<file path="config.mk">
export PLATFORM = sky130hd
export DESIGN_NAME = physical_transmitter
export DESIGN_NICKNAME = d
export VERILOG_FILES = /design/src/rtl/physical_transmitter.sv
export SDC_FILE = /design/constraint.sdc
export NUM_CORES = 1
export LEC_CHECK = 0
export ABC_CLOCK_PERIOD_IN_PS = 1800
export CAP_MARGIN = 0
export CORE_MARGIN = 1.5
export CORE_UTILIZATION = 47
export CTS_CLUSTER_SIZE = 14
export DETAILED_ROUTE_END_ITERATION = 6
export GPL_ROUTABILITY_DRIVEN = 0
export PLACE_DENSITY = 0.85
export REMOVE_ABC_BUFFERS = 1
export SYNTH_ARGS = -nofsm -noshare
export SYNTH_HDL_FRONTEND = slang
export SYNTH_SLANG_ARGS = --single-unit
</file>
<file path="constraint.sdc">
create_clock -name clk -period 1.8 [get_ports clk]
set_input_delay 0.36 -clock clk [delete_from_list [all_inputs] [get_ports clk]]
set_output_delay 0.36 -clock clk [all_outputs]
set_load 0.01 [all_outputs]
</file>
<file path="src/rtl/physical_transmitter.sv">
// QPSK baseband transmitter: SOF preamble + payload + zero gap, Gray-mapped I/Q held SPS samples.
// Optional TX_UNDERRUN_PAD_EN: pad starved payload fetches with symbol 00 and flag a sticky underrun.
module physical_transmitter #(
  parameter int unsigned SPS         = 8,
  parameter int unsigned AMP         = 512,
  parameter int unsigned PAYLOAD_LEN = 63,
  parameter int unsigned GAP_SYMBOLS = 4
) (
  input  logic        clk,
  input  logic        rst,
  input  logic        in_valid,
  input  logic [1:0]  in_data,
  output logic        in_ready,
  output logic        out_valid,
  input  logic        out_ready,
  output logic [23:0] out_data,
`ifdef TX_UNDERRUN_PAD_EN
  output logic        underrun,
`endif
  output logic        busy
);

  localparam int unsigned SOF_LEN = 26;
  localparam int unsigned SPS_W   = (SPS > 1) ? $clog2(SPS) : 1;
  localparam int unsigned MAX_SYM = (PAYLOAD_LEN > SOF_LEN) ? PAYLOAD_LEN : SOF_LEN;
  localparam int unsigned CNT_W   = $clog2(MAX_SYM + GAP_SYMBOLS + 1);

  localparam logic [25:0] SOF_I = 26'h3278428;
  localparam logic [25:0] SOF_Q = 26'h272d17d;
  localparam logic [11:0] AMP_P = 12'(AMP);
  localparam logic [11:0] AMP_N = 12'(0 - AMP);

  localparam logic [1:0] IDLE     = 2'd0;
  localparam logic [1:0] PREAMBLE = 2'd1;
  localparam logic [1:0] PAYLOAD  = 2'd2;
  localparam logic [1:0] GAP      = 2'd3;

  logic [1:0]       state, state_nxt;
  logic [SPS_W-1:0] sps_cnt, sps_nxt;
  logic [CNT_W-1:0] sym_cnt, sym_nxt;
  logic [1:0]       cur_sym, cur_nxt;
  logic             out_valid_nxt, busy_nxt;
  logic [23:0]      out_data_nxt;
  logic             advance, last_sample, fetch_ok;
  logic [1:0]       fetch_sym;
  logic [4:0]       sof_idx;
`ifdef TX_UNDERRUN_PAD_EN
  logic             underrun_nxt;
`endif

  function automatic logic [23:0] map_sym(input logic neg_i, input logic neg_q);
    map_sym = {(neg_i ? AMP_N : AMP_P), (neg_q ? AMP_N : AMP_P)};
  endfunction

  assign advance     = ~out_valid | out_ready;
  assign last_sample = (sps_cnt == SPS_W'(SPS - 1));
  assign sof_idx     = 5'(5'd25 - 5'(sym_cnt));
  // Handshake offered only at a symbol fetch the output stage can take
  assign in_ready    = ~rst & (state == PAYLOAD) & (sps_cnt == '0) & advance;

  // State and output registers
  always_ff @(posedge clk) begin
    if (rst) begin
      state     <= IDLE;
      sps_cnt   <= '0;
      sym_cnt   <= '0;
      cur_sym   <= '0;
      out_valid <= 1'b0;
      out_data  <= '0;
      busy      <= 1'b0;
`ifdef TX_UNDERRUN_PAD_EN
      underrun  <= 1'b0;
`endif
    end else begin
      state     <= state_nxt;
      sps_cnt   <= sps_nxt;
      sym_cnt   <= sym_nxt;
      cur_sym   <= cur_nxt;
      out_valid <= out_valid_nxt;
      out_data  <= out_data_nxt;
      busy      <= busy_nxt;
`ifdef TX_UNDERRUN_PAD_EN
      underrun  <= underrun_nxt;
`endif
    end
  end

  // Payload fetch source: live input, or pad when starved and padding is enabled
  always_comb begin
    fetch_sym = in_data;
    fetch_ok  = in_valid;
`ifdef TX_UNDERRUN_PAD_EN
    if (!in_valid) begin
      fetch_sym = 2'b00;
      fetch_ok  = 1'b1;
    end
`endif
  end

  // Next-state and output-stage load
  always_comb begin
    state_nxt     = state;
    sps_nxt       = sps_cnt;
    sym_nxt       = sym_cnt;
    cur_nxt       = cur_sym;
    out_valid_nxt = out_valid;
    out_data_nxt  = out_data;
`ifdef TX_UNDERRUN_PAD_EN
    underrun_nxt  = underrun;
`endif
    if (advance) out_valid_nxt = 1'b0;

    case (state)
      IDLE: begin
        if (in_valid) begin
          state_nxt = PREAMBLE;
          sps_nxt   = '0;
          sym_nxt   = '0;
        end
      end
      PREAMBLE: begin
        if (advance) begin
          out_valid_nxt = 1'b1;
          out_data_nxt  = map_sym(~SOF_I[sof_idx], ~SOF_Q[sof_idx]);
          sps_nxt       = last_sample ? '0 : sps_cnt + 1'b1;
          if (last_sample) begin
            if (sym_cnt == CNT_W'(SOF_LEN - 1)) begin
              state_nxt = PAYLOAD;
              sym_nxt   = '0;
            end else begin
              sym_nxt = sym_cnt + 1'b1;
            end
          end
        end
      end
      PAYLOAD: begin
        if (advance) begin
          if (sps_cnt == '0) begin
            if (fetch_ok) begin
              cur_nxt       = fetch_sym;
              out_valid_nxt = 1'b1;
              out_data_nxt  = map_sym(fetch_sym[1], fetch_sym[0]);
              sps_nxt       = SPS_W'(1);
`ifdef TX_UNDERRUN_PAD_EN
              if (!in_valid) underrun_nxt = 1'b1;
`endif
            end
          end else begin
            out_valid_nxt = 1'b1;
            out_data_nxt  = map_sym(cur_sym[1], cur_sym[0]);
            sps_nxt       = last_sample ? '0 : sps_cnt + 1'b1;
            if (last_sample) begin
              if (sym_cnt == CNT_W'(PAYLOAD_LEN - 1)) begin
                state_nxt = (GAP_SYMBOLS > 0) ? GAP : IDLE;
                sym_nxt   = '0;
              end else begin
                sym_nxt = sym_cnt + 1'b1;
              end
            end
          end
        end
      end
      default: begin
        if (advance) begin
          out_valid_nxt = 1'b1;
          out_data_nxt  = '0;
          sps_nxt       = last_sample ? '0 : sps_cnt + 1'b1;
          if (last_sample) begin
            if (sym_cnt == CNT_W'(GAP_SYMBOLS - 1)) begin
              state_nxt = IDLE;
              sym_nxt   = '0;
            end else begin
              sym_nxt = sym_cnt + 1'b1;
            end
          end
        end
      end
    endcase

    // Busy until the frame is over and its last sample has left the output stage
    busy_nxt = (state_nxt != IDLE) | out_valid_nxt;
  end

endmodule

</file>
Word level (Yosys, flattened, before mapping)
Memory sizes are Yosys's and may differ from the RTL's.
Index checks and enable logic that the tools add are counted.
{"block": "totals", "reg_bits": 40, "mem_bits_ro": 64, "input_bits": 6, "output_inout_bits": 27, "memories": 2}
{"block": "classes", "add_sub_neg": 3, "magnitude_cmp": 1, "n_eq_ne": 13, "n_mux": 51, "n_bitwise": 8, "n_reduce_logical": 9}
{"memory": "(name not given)", "depth": 32, "width": 1, "rd": 1, "rd_ports_with_merged_regs": 0, "wr": 0, "line_no": "124", "rtl": "out_data_nxt = map_sym(~SOF_I[sof_idx], ~SOF_Q[sof_idx]);"}
{"memory": "(name not given)", "depth": 32, "width": 1, "rd": 1, "rd_ports_with_merged_regs": 0, "wr": 0, "line_no": "124"}
{"op": "$mux W24", "n": 5}
{"op": "$mux W7", "n": 11}
{"op": "$mux W12", "n": 6}
{"op": "$pmux W24 S3", "n": 1}
{"op": "$mux W2", "n": 11}
{"op": "$pmux W7 S3", "n": 1}
{"op": "$mux W3", "n": 6}
{"op": "$ne A2 B2 Y1 const B", "n": 6}
{"op": "$reduce_and A4 Y1", "n": 2}
{"op": "$reduce_and A8 Y1", "n": 1}
{"op": "$add A7 B1 Y7 const B", "n": 1}
{"op": "$eq A7 B2 Y1 const B", "n": 1}
{"op": "$eq A7 B5 Y1 const B", "n": 1}
{"op": "$eq A7 B6 Y1 const B", "n": 1}
{"op": "$mux W1", "n": 7}
{"op": "$lt A5 B6 Y1 const B", "n": 1}
{"op": "$pmux W2 S3", "n": 1}
{"op": "$pmux W3 S2", "n": 1}
{"op": "$reduce_bool A2 Y1", "n": 3}
{"op": "$sub A5 B5 Y5 const A", "n": 1}
{"op": "$add A3 B1 Y3 const B", "n": 1}
{"op": "$and A1 B1 Y1", "n": 3}
{"op": "$eq A3 B3 Y1 const B", "n": 1}
{"op": "$logic_not A3 Y1", "n": 1}
{"op": "8 further kinds", "n": 11}

Depth between registers and ports, before layout
{"block": "depth", "depth_word": 8, "depth_mapped": 9}

Least setup slack after synthesis
OpenSTA, ideal clock, no wires.
{"block": "synth_path", "path_kind": "register -> register", "from": "register sym_cnt[2]", "to": "register out_data[11]", "arrival_time_ps": 1767, "required_time_ps": 1709, "path_slack_ps": -58, "path_stages_with_launch": 9, "period_less_slack_ps": 1858, "path_cell_list": "dfxtp_1 -> buf_2 -> inv_1 -> ha_1 -> xor2_1 -> nor2_1 -> a311oi_1 -> o2111ai_1 -> a311oi_1"}
{"block": "synth_between", "elab_chain_len": 6}
{"element": "start, declared", "line_no": "40", "rtl": "logic [CNT_W-1:0] sym_cnt, sym_nxt;"}
{"element": "start signal, assigned", "line_no": "77", "rtl": "sym_cnt <= sym_nxt;"}
{"element": "$sub A5 B5 Y5", "line_no": "57", "rtl": "assign sof_idx = 5'(5'd25 - 5'(sym_cnt));"}
{"element": "$mem_v2 Z32 W1"}
{"element": "$mux W1 (implied by the code)", "line_no": "124"}
{"element": "$mux W12", "line_no": "52", "rtl": "map_sym = {(neg_i ? AMP_N : AMP_P), (neg_q ? AMP_N : AMP_P)};"}
{"element": "$mux W24", "line_no": "122", "rtl": "if (advance) begin"}
{"element": "$pmux W24 S3", "line_no": "113", "rtl": "case (state)"}
{"element": "end signal, assigned", "line_no": "80", "rtl": "out_data <= out_data_nxt;"}
{"element": "end, declared", "line_no": "16", "rtl": "output logic [23:0] out_data,"}
No other way between the ends. The select of a mux whose other input is x is not followed.
A chain may end at the register's enable or synchronous reset.

Worst setup path in the final report
{"block": "layout_path", "from": "register sps_cnt[1]", "to": "output in_ready"}
{"block": "layout_between", "elab_chain_len": 3}
{"element": "start, declared", "line_no": "39", "rtl": "logic [SPS_W-1:0] sps_cnt, sps_nxt;"}
{"element": "start signal, assigned", "line_no": "76", "rtl": "sps_cnt <= sps_nxt;"}
{"element": "$logic_not A3 Y1", "line_no": "59", "rtl": "assign in_ready = ~rst & (state == PAYLOAD) & (sps_cnt == '0) & advance;"}
{"element": "$and A1 B1 Y1 (2 in series)", "line_no": "59"}
{"element": "end, declared", "line_no": "13", "rtl": "output logic in_ready,"}
No other way between the ends.

==> metrics.json <==
{
  "synthesis": {
    "postSynthRegisterBits": 19,
    "synth_area_per_cell_um2": 7.63,
    "synth.yosys.seq_area_share": 0.229,
    "warnings_synthesis": 0,
    "post_syn_instances": 218,
    "mappedNetlistArea_um2": 1660,
    "synth_cell_type_count": 43
  },
  "cts": {
    "worst_setup_hold_path_clk_slew_ns": 0.11,
    "cts_root_buf": "sky130_fd_sc_hd__clkbuf_4",
    "tritoncts": "built",
    "cts_inserted_buffers": 3,
    "clockBufferDepth": 2,
    "cts.hold.buffers_added": 0,
    "clk_latency_ns": 0.30,
    "cts.sinks": 19,
    "cts_max_level": 1
  },
  "final_layout": {
    "drive_above_1_share": 0.296,
    "area_growth_syn_to_layout_pct": 30.6,
    "n_antenna_cell": 0,
    "number_of_nets_in_the_final_layout": 276,
    "layout.filler_cells": 287
  },
  "routing": {
    "first_iter_violations": 104,
    "vias": 1682,
    "route.final.wire_length_um": 4250,
    "routed_wire_length_per_instance_um": 14.0,
    "avgViaCountPerCell": 5.55,
    "drt_pre_antenna_iters": 4,
    "detail_route.drc_violations": 0,
    "detail-route-antenna-nets": 0
  },
  "sta": {
    "totalNegativeSetupSlack_ns": 0,
    "grt_setup_unrepaired": "yes",
    "timing_max_transition_violations_final": 0,
    "final_period_minus_worst_setup_slack_ns": 1.79,
    "fin_crit_sh": 0.995,
    "finalSetupViolations": 0,
    "fin_skew_ns": 0.00233,
    "report.final.hold_viol_count": 0,
    "worst_slack_ns": 0.00898,
    "achievable-frequency_mhz": 558
  },
  "pwr": {
    "cellLeakagePower_uw": 0.000889,
    "pwr_density_cell_nw_per_um2": 424,
    "ir_drop_mv": 0.356,
    "p_total_uw": 922
  },
  "place": {
    "preCtsSetupSlack_ns": -0.283,
    "numPortBuffers": 14,
    "detailedPlacementHpwl_um": 2930
  },
  "floorplanning": {
    "chipHeight_um": 62.5,
    "initial_utilization": 0.495,
    "top_level_ports": 33,
    "fp-row-count": 21,
    "floorplan.die.width_um": 62.5,
    "core_um2": 3360,
    "die_area_um2": 3910
  },
  "global_routing": {
    "global_route.overflow_total": 0,
    "grt_max_degree": 17,
    "track_usage": 0.194,
    "grt_antenna_before_repair": 0,
    "grt_pass1_wl_um": 6350,
    "grt_pass1_vias": 1486
  },
  "setup_path": {
    "crit_required_ns": 1.44,
    "timing.critical_path.to_type": "primary output",
    "worst-path-max-fanout": 3,
    "cp.arrival_ns": 1.43,
    "timing.setup.critical_path_class": "flip-flop to primary output",
    "sort_of_element_at_the_start_of_the_critical_path": "flip-flop"
  },
  "run_status": {
    "status": "complete, no violations"
  },
  "job": {
    "timing.max_cap.violations": 0
  },
  "worst_hold_path": {
    "class_of_the_tightest_hold_or_removal_check": "flip-flop to flip-flop"
  }
}
cells in the final DEF, fill, tap and decap left out, types with 6 or more instances in the layout:
master,synthesis,layout
sky130_fd_sc_hd__nor2_1,19,19
sky130_fd_sc_hd__conb_1,1,18
sky130_fd_sc_hd__clkdlybuf4s50_1,0,13
sky130_fd_sc_hd__a31oi_1,6,6
sky130_fd_sc_hd__dfxtp_1,19,12
sky130_fd_sc_hd__a21oi_1,7,7
sky130_fd_sc_hd__mux2i_1,7,6
sky130_fd_sc_hd__nand3_1,8,8
sky130_fd_sc_hd__o21ai_0,9,8
sky130_fd_sc_hd__nand2_1,20,18
sky130_fd_sc_hd__nand2b_1,9,9
sky130_fd_sc_hd__buf_4,22,33
sky130_fd_sc_hd__inv_1,12,9
sequential cells by signal, indices dropped and copies added (netlist names):
name       flops
cur_sym        2
busy           1
sps_cnt        3
out_data       3
out_valid      1
sym_cnt        7
state          2
per-layer routing:
layer | GRT usage | wire [um] | share of wire | vias up
met4 | 0.0167 | 82 | 0.019 | 0
met2 | 0.363 | 2180 | 0.51 | 53
met1 | 0.237 | 1780 | 0.42 | 812
met5 | 0 | 0 | 0 | -
met3 | 0.0378 | 205 | 0.048 | 8
li1 | - | - | - | 809
per-stage QoR:
step,std cells,hold WS (ns),cell area (um^2),utilization
4_1_cts,300,0.518,2010,0.598
6_report,303,0.521,2170,0.646
3_5_place_dp,296,0.498,1950,0.581
2_1_floorplan,204,0.429,1520,-
3_3_place_gp,296,0.474,1950,0.581
5_1_grt,303,0.552,2170,0.646
power by group:
| part | internal [uW] | switching [uW] |
|---|---|---|
| Clock | 86.4 | 140 |
| Sequential | 431 | 11.2 |
| Combinational | 116 | 138 |
| Total | 633 | 288 |
area by class of cell:
cell class | count | area (um^2) | area share
clock buffers | 4 | 26.3 | 0.0121
multi-input cells | 173 | 1240 | 0.572
repair buffers | 49 | 405 | 0.187
well taps | 46 | 57.6 | 0.0265
inverters | 12 | 45.0 | 0.0207
flip-flops and latches | 19 | 397 | 0.182
critical path, cell delays in order, from the launching register on:
cell	delay, ns
sky130_fd_sc_hd__dfxtp_2	0.35
sky130_fd_sc_hd__inv_2	0.08
sky130_fd_sc_hd__ha_4	0.14
sky130_fd_sc_hd__nor2b_4	0.15
sky130_fd_sc_hd__nand2_2	0.06
sky130_fd_sc_hd__nor3_2	0.19
sky130_fd_sc_hd__buf_2	0.16
cell usage after synthesis:
library cell	count	share of area
sky130_fd_sc_hd__a211o_1	4	0.021
sky130_fd_sc_hd__a211oi_1	1	0.0045
sky130_fd_sc_hd__a21boi_0	2	0.0090
sky130_fd_sc_hd__a21o_1	2	0.0090
sky130_fd_sc_hd__a21oi_1	7	0.021
sky130_fd_sc_hd__a311o_2	1	0.0068
sky130_fd_sc_hd__a311oi_1	3	0.016
sky130_fd_sc_hd__a31oi_1	6	0.023
sky130_fd_sc_hd__and2_1	2	0.0075
sky130_fd_sc_hd__and2b_1	1	0.0045
sky130_fd_sc_hd__and3_1	2	0.0075
sky130_fd_sc_hd__and4b_1	1	0.0060
sky130_fd_sc_hd__buf_2	4	0.012
sky130_fd_sc_hd__buf_4	22	0.099
sky130_fd_sc_hd__buf_6	1	0.0068
sky130_fd_sc_hd__clkbuf_1	4	0.0090
sky130_fd_sc_hd__conb_1	1	0.0023
sky130_fd_sc_hd__dfxtp_1	19	0.23
sky130_fd_sc_hd__ha_1	12	0.090
sky130_fd_sc_hd__inv_1	12	0.027
sky130_fd_sc_hd__mux2_2	2	0.014
sky130_fd_sc_hd__mux2i_1	7	0.042
sky130_fd_sc_hd__nand2_1	20	0.045
sky130_fd_sc_hd__nand2b_1	9	0.034
sky130_fd_sc_hd__nand2b_2	1	0.0053
sky130_fd_sc_hd__nand3_1	8	0.024
sky130_fd_sc_hd__nand4_1	4	0.015
sky130_fd_sc_hd__nand4b_1	3	0.016
sky130_fd_sc_hd__nand4bb_2	1	0.0098
sky130_fd_sc_hd__nor2_1	19	0.043
sky130_fd_sc_hd__nor2b_1	6	0.023
sky130_fd_sc_hd__nor3_1	3	0.0090
sky130_fd_sc_hd__nor4_1	4	0.015
sky130_fd_sc_hd__o2111ai_1	1	0.0053
sky130_fd_sc_hd__o211ai_1	2	0.0090
sky130_fd_sc_hd__o21ai_0	9	0.027
sky130_fd_sc_hd__o21ai_1	1	0.0030
sky130_fd_sc_hd__o221ai_1	3	0.016
sky130_fd_sc_hd__o2bb2ai_1	1	0.0053
sky130_fd_sc_hd__o31ai_1	1	0.0045
sky130_fd_sc_hd__or2_0	1	0.0038
sky130_fd_sc_hd__or3_1	3	0.011
sky130_fd_sc_hd__xor2_1	2	0.011
repair_timing:
action                                  in CTS  in global routing
setup buffers                                0                  3
gates resized for setup                     13                 35
endpoints found under the setup margin       8                 14
pin swaps                                    0                  9
logic make-up (layout without fill, tap and decap cells):
group	Yosys count	in the layout	share of synthesized area
and+or+nand+nor	88	88	0.279
adders and majority gates	12	12	0.0902
AOI/OAI and AO/OA	44	44	0.180
buffers and inverters	43	65	0.154
xor gates and xnor gates	2	2	0.0105
other	1	18	0.00225
muxes	9	9	0.0556
DFF	19	19	0.229
final timing paths:
path | start | slack [ns] | endpoint | cells after the start
hold / removal | out_data[11] | 0.52 | out_data[11] | 2
setup / recovery | sps_cnt[1] | 0.009 | in_ready | 6
setup reg to reg | state[1] | 0.009 | sym_cnt[5] | 7
hold reg to reg | out_data[11] | 0.52 | out_data[11] | 2
No activity file was read; power rests on OpenSTA's default activity.
